===== src/rtl/bpc_pkg.sv =====
// bpc_pkg: shared FSM state type and derived-size helpers for the bit-plane compression encoder.
package bpc_pkg;
    typedef enum logic [1:0] {IDLE = 2'd0, FILL = 2'd1, EMIT = 2'd2} state_t;
    function automatic int dlt_w(input int word_w);
        return word_w + 1;
    endfunction
    function automatic int blk_words(input int lanes, input int blk_beats);
        return lanes * blk_beats;
    endfunction
    function automatic int n_planes(input int word_w);
        return word_w + 1;
    endfunction
    function automatic int n_out(input int word_w);
        return word_w + 2;
    endfunction
endpackage


===== src/rtl/bpc_delta_lane.sv =====
// bpc_delta_lane: one word-to-word delta, both operands sign-extended by one bit.
module bpc_delta_lane
    import bpc_pkg::*;
#(
    parameter int WORD_W = 16
) (
    input  logic [WORD_W-1:0]        cur,
    input  logic [WORD_W-1:0]        prev,
    output logic [dlt_w(WORD_W)-1:0] dlt
);
    assign dlt = {cur[WORD_W-1], cur} - {prev[WORD_W-1], prev};
endmodule


===== src/rtl/bpc_dbx_xform.sv =====
// bpc_dbx_xform: collects one block, then emits the base word and the delta bit-planes.
// BPC_DBX_EN defined: planes are XORed with the next-higher plane; undefined: raw planes.
module bpc_dbx_xform
    import bpc_pkg::*;
#(
    parameter int WORD_W    = 16,
    parameter int LANES     = 4,
    parameter int BLK_BEATS = 16,
    parameter int OUT_W     = 64
) (
    input  logic                    clk,
    input  logic                    rst,
    input  logic [LANES*WORD_W-1:0] data_i,
    input  logic                    valid_i,
    output logic                    ready_o,
    input  logic                    sop_i,
    input  logic                    eop_i,
    output logic [OUT_W-1:0]        data_o,
    output logic                    valid_o,
    input  logic                    ready_i,
    output logic                    sop_o,
    output logic                    eop_o,
    output logic                    err_o
);
    localparam int DATA_W    = LANES * WORD_W;
    localparam int DLT_W     = dlt_w(WORD_W);
    localparam int BLK_WORDS = blk_words(LANES, BLK_BEATS);
    localparam int N_OUT     = n_out(WORD_W);
    localparam int IW        = $clog2(BLK_WORDS);
    localparam int CW        = $clog2(BLK_BEATS);
    localparam int OW        = $clog2(N_OUT);
    localparam int PW        = $clog2(n_planes(WORD_W) + 1);

    state_t                 state;
    logic [WORD_W-1:0]      base;
    logic [WORD_W-1:0]      prev;
    logic [WORD_W-1:0]      w   [LANES];
    logic [DLT_W-1:0]       dl  [LANES];
    logic [DLT_W-1:0]       d   [BLK_WORDS];
    logic [CW-1:0]          cnt;
    logic [OW-1:0]          ocnt;
    logic [IW-1:0]          widx;
    logic                   acc;
    logic                   take;
    logic                   last_beat;
    logic                   close;
    logic                   err;
    logic [PW-1:0]          pl;
    logic [PW-1:0]          ph;
    logic [BLK_WORDS-2:0]   raw;
    logic [BLK_WORDS-2:0]   up;
    logic [BLK_WORDS-2:0]   plane;
    logic [OUT_W-1:0]       nxt;

    for (genvar i = 0; i < LANES; i++) begin : g_lane
        assign w[i] = data_i[DATA_W-1-i*WORD_W -: WORD_W];
        if (i == 0) begin : g_first
            bpc_delta_lane #(.WORD_W(WORD_W)) u_dl (.cur(w[i]), .prev(prev), .dlt(dl[i]));
        end else begin : g_rest
            bpc_delta_lane #(.WORD_W(WORD_W)) u_dl (.cur(w[i]), .prev(w[i-1]), .dlt(dl[i]));
        end
    end

    assign ready_o   = state != EMIT;
    assign acc       = valid_i && ready_o;
    assign take      = acc && (sop_i || state == FILL);
    assign last_beat = !sop_i && cnt == CW'(BLK_BEATS - 1);
    assign close     = eop_i || last_beat;
    assign widx      = sop_i ? '0 : IW'(cnt * LANES);
    assign err       = acc && ((state == IDLE && !sop_i) || (state == FILL && (sop_i || (last_beat && !eop_i))));

    // Plane index for output beat n (n >= 1) is WORD_W+1-n; beat 0 carries the base word.
    always_comb begin
        pl = (ocnt == '0) ? '0 : PW'(N_OUT - 1) - PW'(ocnt);
        ph = pl + 1'b1;
        raw = '0;
        up = '0;
        for (int k = 1; k < BLK_WORDS; k++) begin
            raw[k-1] = d[k][pl];
            up[k-1]  = (pl < PW'(WORD_W)) ? d[k][ph] : 1'b0;
        end
`ifdef BPC_DBX_EN
        plane = raw ^ up;
`else
        plane = raw;
`endif
        nxt = (ocnt == '0) ? OUT_W'(base) : OUT_W'(plane);
    end

    always_ff @(posedge clk or posedge rst) begin
        if (rst) begin
            state   <= IDLE;
            base    <= '0;
            prev    <= '0;
            cnt     <= '0;
            ocnt    <= '0;
            data_o  <= '0;
            valid_o <= 1'b0;
            sop_o   <= 1'b0;
            eop_o   <= 1'b0;
            err_o   <= 1'b0;
            for (int k = 0; k < BLK_WORDS; k++) d[k] <= '0;
        end else begin
            err_o <= err;
            if (take) begin
                // A new block clears the store so unfilled (padded) words read as zero deltas.
                if (sop_i) begin
                    for (int k = 0; k < BLK_WORDS; k++) d[k] <= '0;
                    base <= w[0];
                end
                for (int i = 0; i < LANES; i++)
                    if (!(sop_i && i == 0)) d[widx + IW'(i)] <= dl[i];
                prev  <= w[LANES-1];
                cnt   <= sop_i ? CW'(1) : cnt + 1'b1;
                ocnt  <= '0;
                state <= close ? EMIT : FILL;
            end
            if (state == EMIT) begin
                if (valid_o && ready_i && eop_o) begin
                    valid_o <= 1'b0;
                    sop_o   <= 1'b0;
                    eop_o   <= 1'b0;
                    state   <= IDLE;
                end else if (!valid_o || ready_i) begin
                    data_o  <= nxt;
                    valid_o <= 1'b1;
                    sop_o   <= ocnt == '0;
                    eop_o   <= ocnt == OW'(N_OUT - 1);
                    ocnt    <= ocnt + 1'b1;
                end
            end
        end
    end
endmodule

===== config.mk =====
export PLATFORM = sky130hd
export DESIGN_NAME = bpc_dbx_xform
export DESIGN_NICKNAME = d
export VERILOG_FILES = /design/src/rtl/bpc_pkg.sv /design/src/rtl/bpc_delta_lane.sv /design/src/rtl/bpc_dbx_xform.sv
export SDC_FILE = /design/constraint.sdc
export NUM_CORES = 2
export LEC_CHECK = 0
export CAP_MARGIN = 25
export CORE_MARGIN = 3
export CORE_UTILIZATION = 30
export DETAILED_ROUTE_END_ITERATION = 8
export SLEW_MARGIN = 5
export SYNTH_ARGS = -nofsm -noshare
export SYNTH_HDL_FRONTEND = slang
export SYNTH_SLANG_ARGS = --single-unit

===== constraint.sdc =====
create_clock -name clk -period 51.6 [get_ports clk]
set_input_delay 7.74 -clock clk [delete_from_list [all_inputs] [get_ports clk]]
set_output_delay 7.74 -clock clk [all_outputs]
set_load 0.01 [all_outputs]

Word-level counts from Yosys, hierarchy flattened
Index checks and enable logic that the tools add are counted.

Bits of input ports: 70. Register bits: 1199.

Equality and inequality tests: 5. Bitwise gates (word level): 5. Add/subtract/negate cells: 10. $lt $le $gt $ge: 9. Muxes and demuxes: 162. Reduce and logical (&&, ||, !) cells: 27.

Operator list (count): 1088-bit 2-to-1 mux (6); 1088-bit bitwise mux (4); 17-bit demux with 6-bit select (4); 1-bit binary-select mux with 5-bit select (63); 1-bit 2-to-1 mux (69); 17-bit 2-to-1 mux (4); 16-bit by 16-bit subtractor with 17-bit output (4); 63-bit 2-to-1 mux (1); 7-bit greater-or-equal comparator, second input constant (4); 7-bit by 1-bit less-than comparator with 1-bit output, second input constant (4); 6-bit inverter with 7-bit output (4); 5-bit 2-to-1 mux (5); 1-bit logical AND (13); 6-bit by 2-bit adder with 6-bit output, second input constant (2); 2-bit 2-to-1 mux (4); 6-bit by 1-bit adder with 6-bit output, second input constant (1); 5-bit by 6-bit less-than comparator with 1-bit output, second input constant (1); 6-bit 2-to-1 mux (1); 5-bit by 1-bit adder with 5-bit output, second input constant (1); 5-bit equality test, second input constant (1); 5-bit logical NOT (1); 1-bit logical OR (5); 5-bit subtractor, first input constant (1); 4-bit by 1-bit adder with 4-bit output, second input constant (1); other kinds (11) (14).

Longest topological paths before layout
Depth after elaboration: 14. Mapped depth: 16. Mapped depth without buffers: 12.

By module
Synthesis repeated with hierarchy kept, for this count alone.

Cells, all modules: 6605. Area, all modules: 59174.3 sq um.

By module, submodules not included: bpc_dbx_xform (cells each 6146, times used 1, sequential area each 29553.3 sq um, area each 55836.1 sq um); bpc_delta_lane (g_lane[0].g_first.u_dl ...) (cells each 110, times used 3, sequential area each 0.0 sq um, area each 809.5 sq um); bpc_delta_lane (g_lane[3].g_rest.u_dl) (cells each 129, times used 1, sequential area each 0.0 sq um, area each 909.6 sq um).

Worst setup path before layout
OpenSTA, ideal clock, no wires.

Path type: input-to-reg. Start point: input port data_i[48]. End point: register d[539] (netlist name). Setup time: 121 ps. Stages: 12. Arrival time: 9988 ps. Setup slack: 41491 ps. Data required time: 51479 ps. Path buffers: 1. Cells stage by stage: inv_1 ha_1 fa_1 nor2b_4 o21ai_2 a21boi_2 o221ai_1 a211oi_1 and3b_1 xnor2_4 buf_4 a22o_1.

Cells in the longest elaborated chain, start to end: 9. Elaborated cells on any way between the ends: 10. Those cells by class: add/sub (2); mux (8).

RTL lines: from (decl) (RTL line bpc_dbx_xform.sv:13) `input logic [LANES*WORD_W-1:0] data_i,`; 16-bit by 16-bit subtractor with 17-bit output (RTL line bpc_delta_lane.sv:11) `assign dlt = {cur[WORD_W-1], cur} - {prev[WORD_W-1], prev};`; 1088-bit bitwise mux (RTL line bpc_dbx_xform.sv:112) `if (!(sop_i && i == 0)) d[widx + IW'(i)] <= dl[i];`; 1088-bit 2-to-1 mux (RTL line bpc_dbx_xform.sv:112); 1088-bit 2-to-1 mux (RTL line bpc_dbx_xform.sv:105) `if (take) begin`; 1088-bit bitwise mux * (RTL line bpc_dbx_xform.sv:112); 1088-bit 2-to-1 mux * (RTL line bpc_dbx_xform.sv:105); 1088-bit bitwise mux * (RTL line bpc_dbx_xform.sv:112); 1088-bit 2-to-1 mux * (RTL line bpc_dbx_xform.sv:105); 1088-bit bitwise mux * (RTL line bpc_dbx_xform.sv:112); to (signal, indexed assignment) (RTL line bpc_dbx_xform.sv:112); to (decl) (RTL line bpc_dbx_xform.sv:39) `logic [DLT_W-1:0] d [BLK_WORDS];`.

Every way passes the cells marked *; elsewhere a longest branch is shown, timed or not. The select of a mux whose other input is x is not followed. A chain may end at the register's enable or synchronous reset.

Worst setup path after layout
Start point: input port sop_i. End point: register d[9] (netlist name).

Cells in the longest elaborated chain, start to end: 14. Elaborated cells on any way between the ends: 40. Those cells by class: add/sub (3); order compare (8); mux (19); bitwise (4); reduce/logical (6).

RTL lines: from (decl) (RTL line bpc_dbx_xform.sv:16) `input logic sop_i,`; parallel branches: the longest is 14 deep, another holds 7-bit greater-or-equal comparator.

Parallel ways; which one is timed is not known. The select of a mux whose other input is x is not followed.

==> impl_metrics.yaml <==
worst_setup_path:
  worstSetupStartpoint: "sop_i"
  worstPathMaxFanout: 202
  slowest_delay_ns: 0.77
  worstPathRequired_ns: 52.26
  endpoint: "d[9]$_DFFE_PP0P_"
  cp-start-kind: "input port"
  cpMaxStageDelayCell: "clkdlybuf4s50_1"
  worst_ep_arrival_time_ns: 11.76
  cp_cell_sequence: "clkdlybuf4s50_1, nand3_4, buf_4, buf_12, buf_4, a21oi_1, a21oi_1"
  crit_type: "in2reg"
  ff2ff_path_depth: 12
  endpoint_kind: "flip-flop"
  r2r_slack_ns: 45.39
  r2r_start: "ocnt[0]$_DFF_PP0_"
  r2r-end: "data_o[25]$_DFFE_PP0P_"
timing:
  fmax_mhz: 90.11
  setup_violations: 0
  final-max-slew-violation-count: 0
  fin_crit_sh_pct: 21.51
  worst_hold_slack_ns: 0.4720
  worst_pin_slew_ns: 1.153
  relSlewSlack_pct: 22.92
  tns_ns: 0
  hold_viol_final: 0
  grt_setup_unrepaired: "false"
  skew_ns: 0.01880
  fin_crit_ns: 11.10
power_and_ir_drop:
  internal_power_mw: 1.770
  power_density_mw_per_mm2: 46.91
  p_sw_share_pct: 40.94
  p_switching_mw: 1.227
  total_power_mw: 2.996
  seqPwrFrac_pct: 35.2
  ir_drop_mv: 0.03477
  p_comb_share_pct: 34.7
  clockPowerShare_pct: 30.1
  p_leak_nw: 27.43
placement:
  io_buffers: 137
  placed_area_mm2: 0.05961
  hpwlAfterDp_um: 121000
  routabilityCongestion: 0.8515
die:
  start_util_pct: 30.26
  fp-row-count: 157
  dieArea_mm2: 0.1902
  ios: 139
  fp.dieH_um: 436.2
  die_x_um: 436.2
  coreArea_mm2: 0.1835
cells_and_area:
  design_area_mm2: 0.06388
  final_cell_mix: "nand2_1, dfrtp_1, o21ai_0, nand3_1, a31oi_1"
  final_common_cell: "nand2_1"
  area_delta_synth_final_pct: 15.08
  drive_gt1_share_pct: 8.495
  nNetsFinal: 6015
yosys:
  synth_edf_count: 0
  synth.distinct_cells: 88
  async_flop_share_pct: 100.0
  synth.net_count: 6140
  syn_inst: 5997
  syn_area_mm2: 0.05551
  yosysWarnings: 0
  ys_ff_latch: 1181
  ys.flop_type: "dfrtp_1"
  synth-seq-area-share_pct: 53.24
  syn_avg_cell_area_um2: 9.257
grt:
  antenna_found_initial: 5
  grtUsageTotal_pct: 20.21
  grt_max_degree: 203
  first_global_vias: 44294
  grt-ovfl-total: 0
  grt_pass1_wl_um: 296500
drt:
  post-route-drc-count: 0
  ant_nets: 0
  totalWireLength_um: 196600
  drt-initial-drc-count: 4872
  vias_per_cell: 5.484
  drt_first_pass_iters: 6
  wl_per_cell_um: 23.30
  num_vias: 46263
hold_path:
  worstHoldPathType: "reg2reg"
  worstHoldPathCells: 2
clock_network:
  cts-resized-gates: 0
  tritoncts: "built"
  clock_path_buffers: 3
  cts-root-buf: "clkbuf_16"
  h-tree-depth: 3
  cts.sinks: 1181
  cts_inserted_buffers: 119
  post_cts_buffers: 0
  clk_latency_ns: 0.74
  postCtsHoldBufs: 0
  path_clk_slew_ns: 0.06
run:
  maxCapViolations: 0
run_status:
  outcome: "finished, final reports clean"
## routing by layer
metal / GRT usage [%] / routed length (µm) / share of wire, %
met1: 27.32 / 83560 / 43
met2: 32.78 / 91570 / 47
met3: 2.995 / 14040 / 7.1
met4: 7.569 / 7380 / 3.8
met5: 0 / 31 / 0.016
## cells by family (layout without fill, tap and decap cells)
kind of cell,Yosys count,after routing,synth area share [%]
AO/OA/AOI/OAI,1809,1809,19.94
XOR/XNOR,55,55,0.9489
adder cells (fa/ha/maj),73,73,1.699
buffers and inverters,609,580,4.657
flip-flops,1181,1181,53.24
multiplexers,175,175,3.268
other,1,5,0.006755
AND/OR/NAND/NOR,2094,2094,16.24
## worst max-delay path: cells and delay by family
family	cells	cell delay (ns)
and+or+nand+nor	1	0.46
AOI/OAI and AO/OA	2	0.31
buffers and inverters	4	2.93
## per-stage QoR
stage	std cells	util (%)	setup slack [ns]
2_1_floorplan	5997	-	10.59
6_report	8436	34.82	40.50
3_5_place_dp	8206	32.49	39.77
5_1_grt	8433	34.81	40.36
3_3_place_gp	8197	32.39	39.81
4_1_cts	8423	34.70	40.59
## synthesized netlist by cell type, drive strengths merged (69+ instances only)
cell type     n  area (µm²)
nand3       451        2257
buf         206        1067
dfrtp      1181       29550
a21oi       116       584.3
mux2i       125        1251
ha           69       863.3
nor2         85       336.6
nand2      1355        5089
a211oi       88       670.6
o21ai      1052        5344
nor2b        75       476.7
inv          92       345.3
a22o        143        1252
clkbuf      311        1172
a31oi       178        1126
## sequential cells by signal, indices dropped and copies added (netlist names)
register	count
state	2
eop_o	1
valid_o	1
sop_o	1
d	1071
base	16
cnt	4
ocnt	5
err_o	1
prev	16
data_o	63
## worst min path at each step
| stage | from | endpoint | slack, ns |
|---|---|---|---|
| after floorplan | d[809]$_DFFE_PP0P_ | d[809]$_DFFE_PP0P_ | 0.44 |
| after global placement | d[593]$_DFFE_PP0P_ | d[593]$_DFFE_PP0P_ | 0.45 |
| after detailed placement | d[559]$_DFFE_PP0P_ | d[559]$_DFFE_PP0P_ | 0.46 |
| after CTS | d[525]$_DFFE_PP0P_ | d[525]$_DFFE_PP0P_ | 0.48 |
| after global routing | d[695]$_DFFE_PP0P_ | d[695]$_DFFE_PP0P_ | 0.49 |
| final | d[695]$_DFFE_PP0P_ | d[695]$_DFFE_PP0P_ | 0.47 |
## power groups by stage
stage               Clock, mW  Combinational (mW)  Sequential [mW]
floorplan                   0               0.569             1.05
finish                  0.901                1.04             1.06
global route            0.952                1.09             1.06
global placement            0                1.00             1.07
CTS                     0.915                1.02             1.05
detailed placement          0                1.02             1.07
## area by class of cell
| cell class | count | area, µm² |
|---|---|---|
| flip-flops and latches | 1181 | 29560 |
| multi-input cells | 4207 | 24150 |
| fillers | 18660 | 119600 |
| repair buffers | 271 | 2674 |
| clock inverters | 38 | 513.0 |
| well taps | 2464 | 3083 |
| inverters | 92 | 352.8 |
| diodes | 4 | 10.01 |
| clock buffers | 179 | 3546 |
Note: power is estimated with default switching activity, not from simulation.
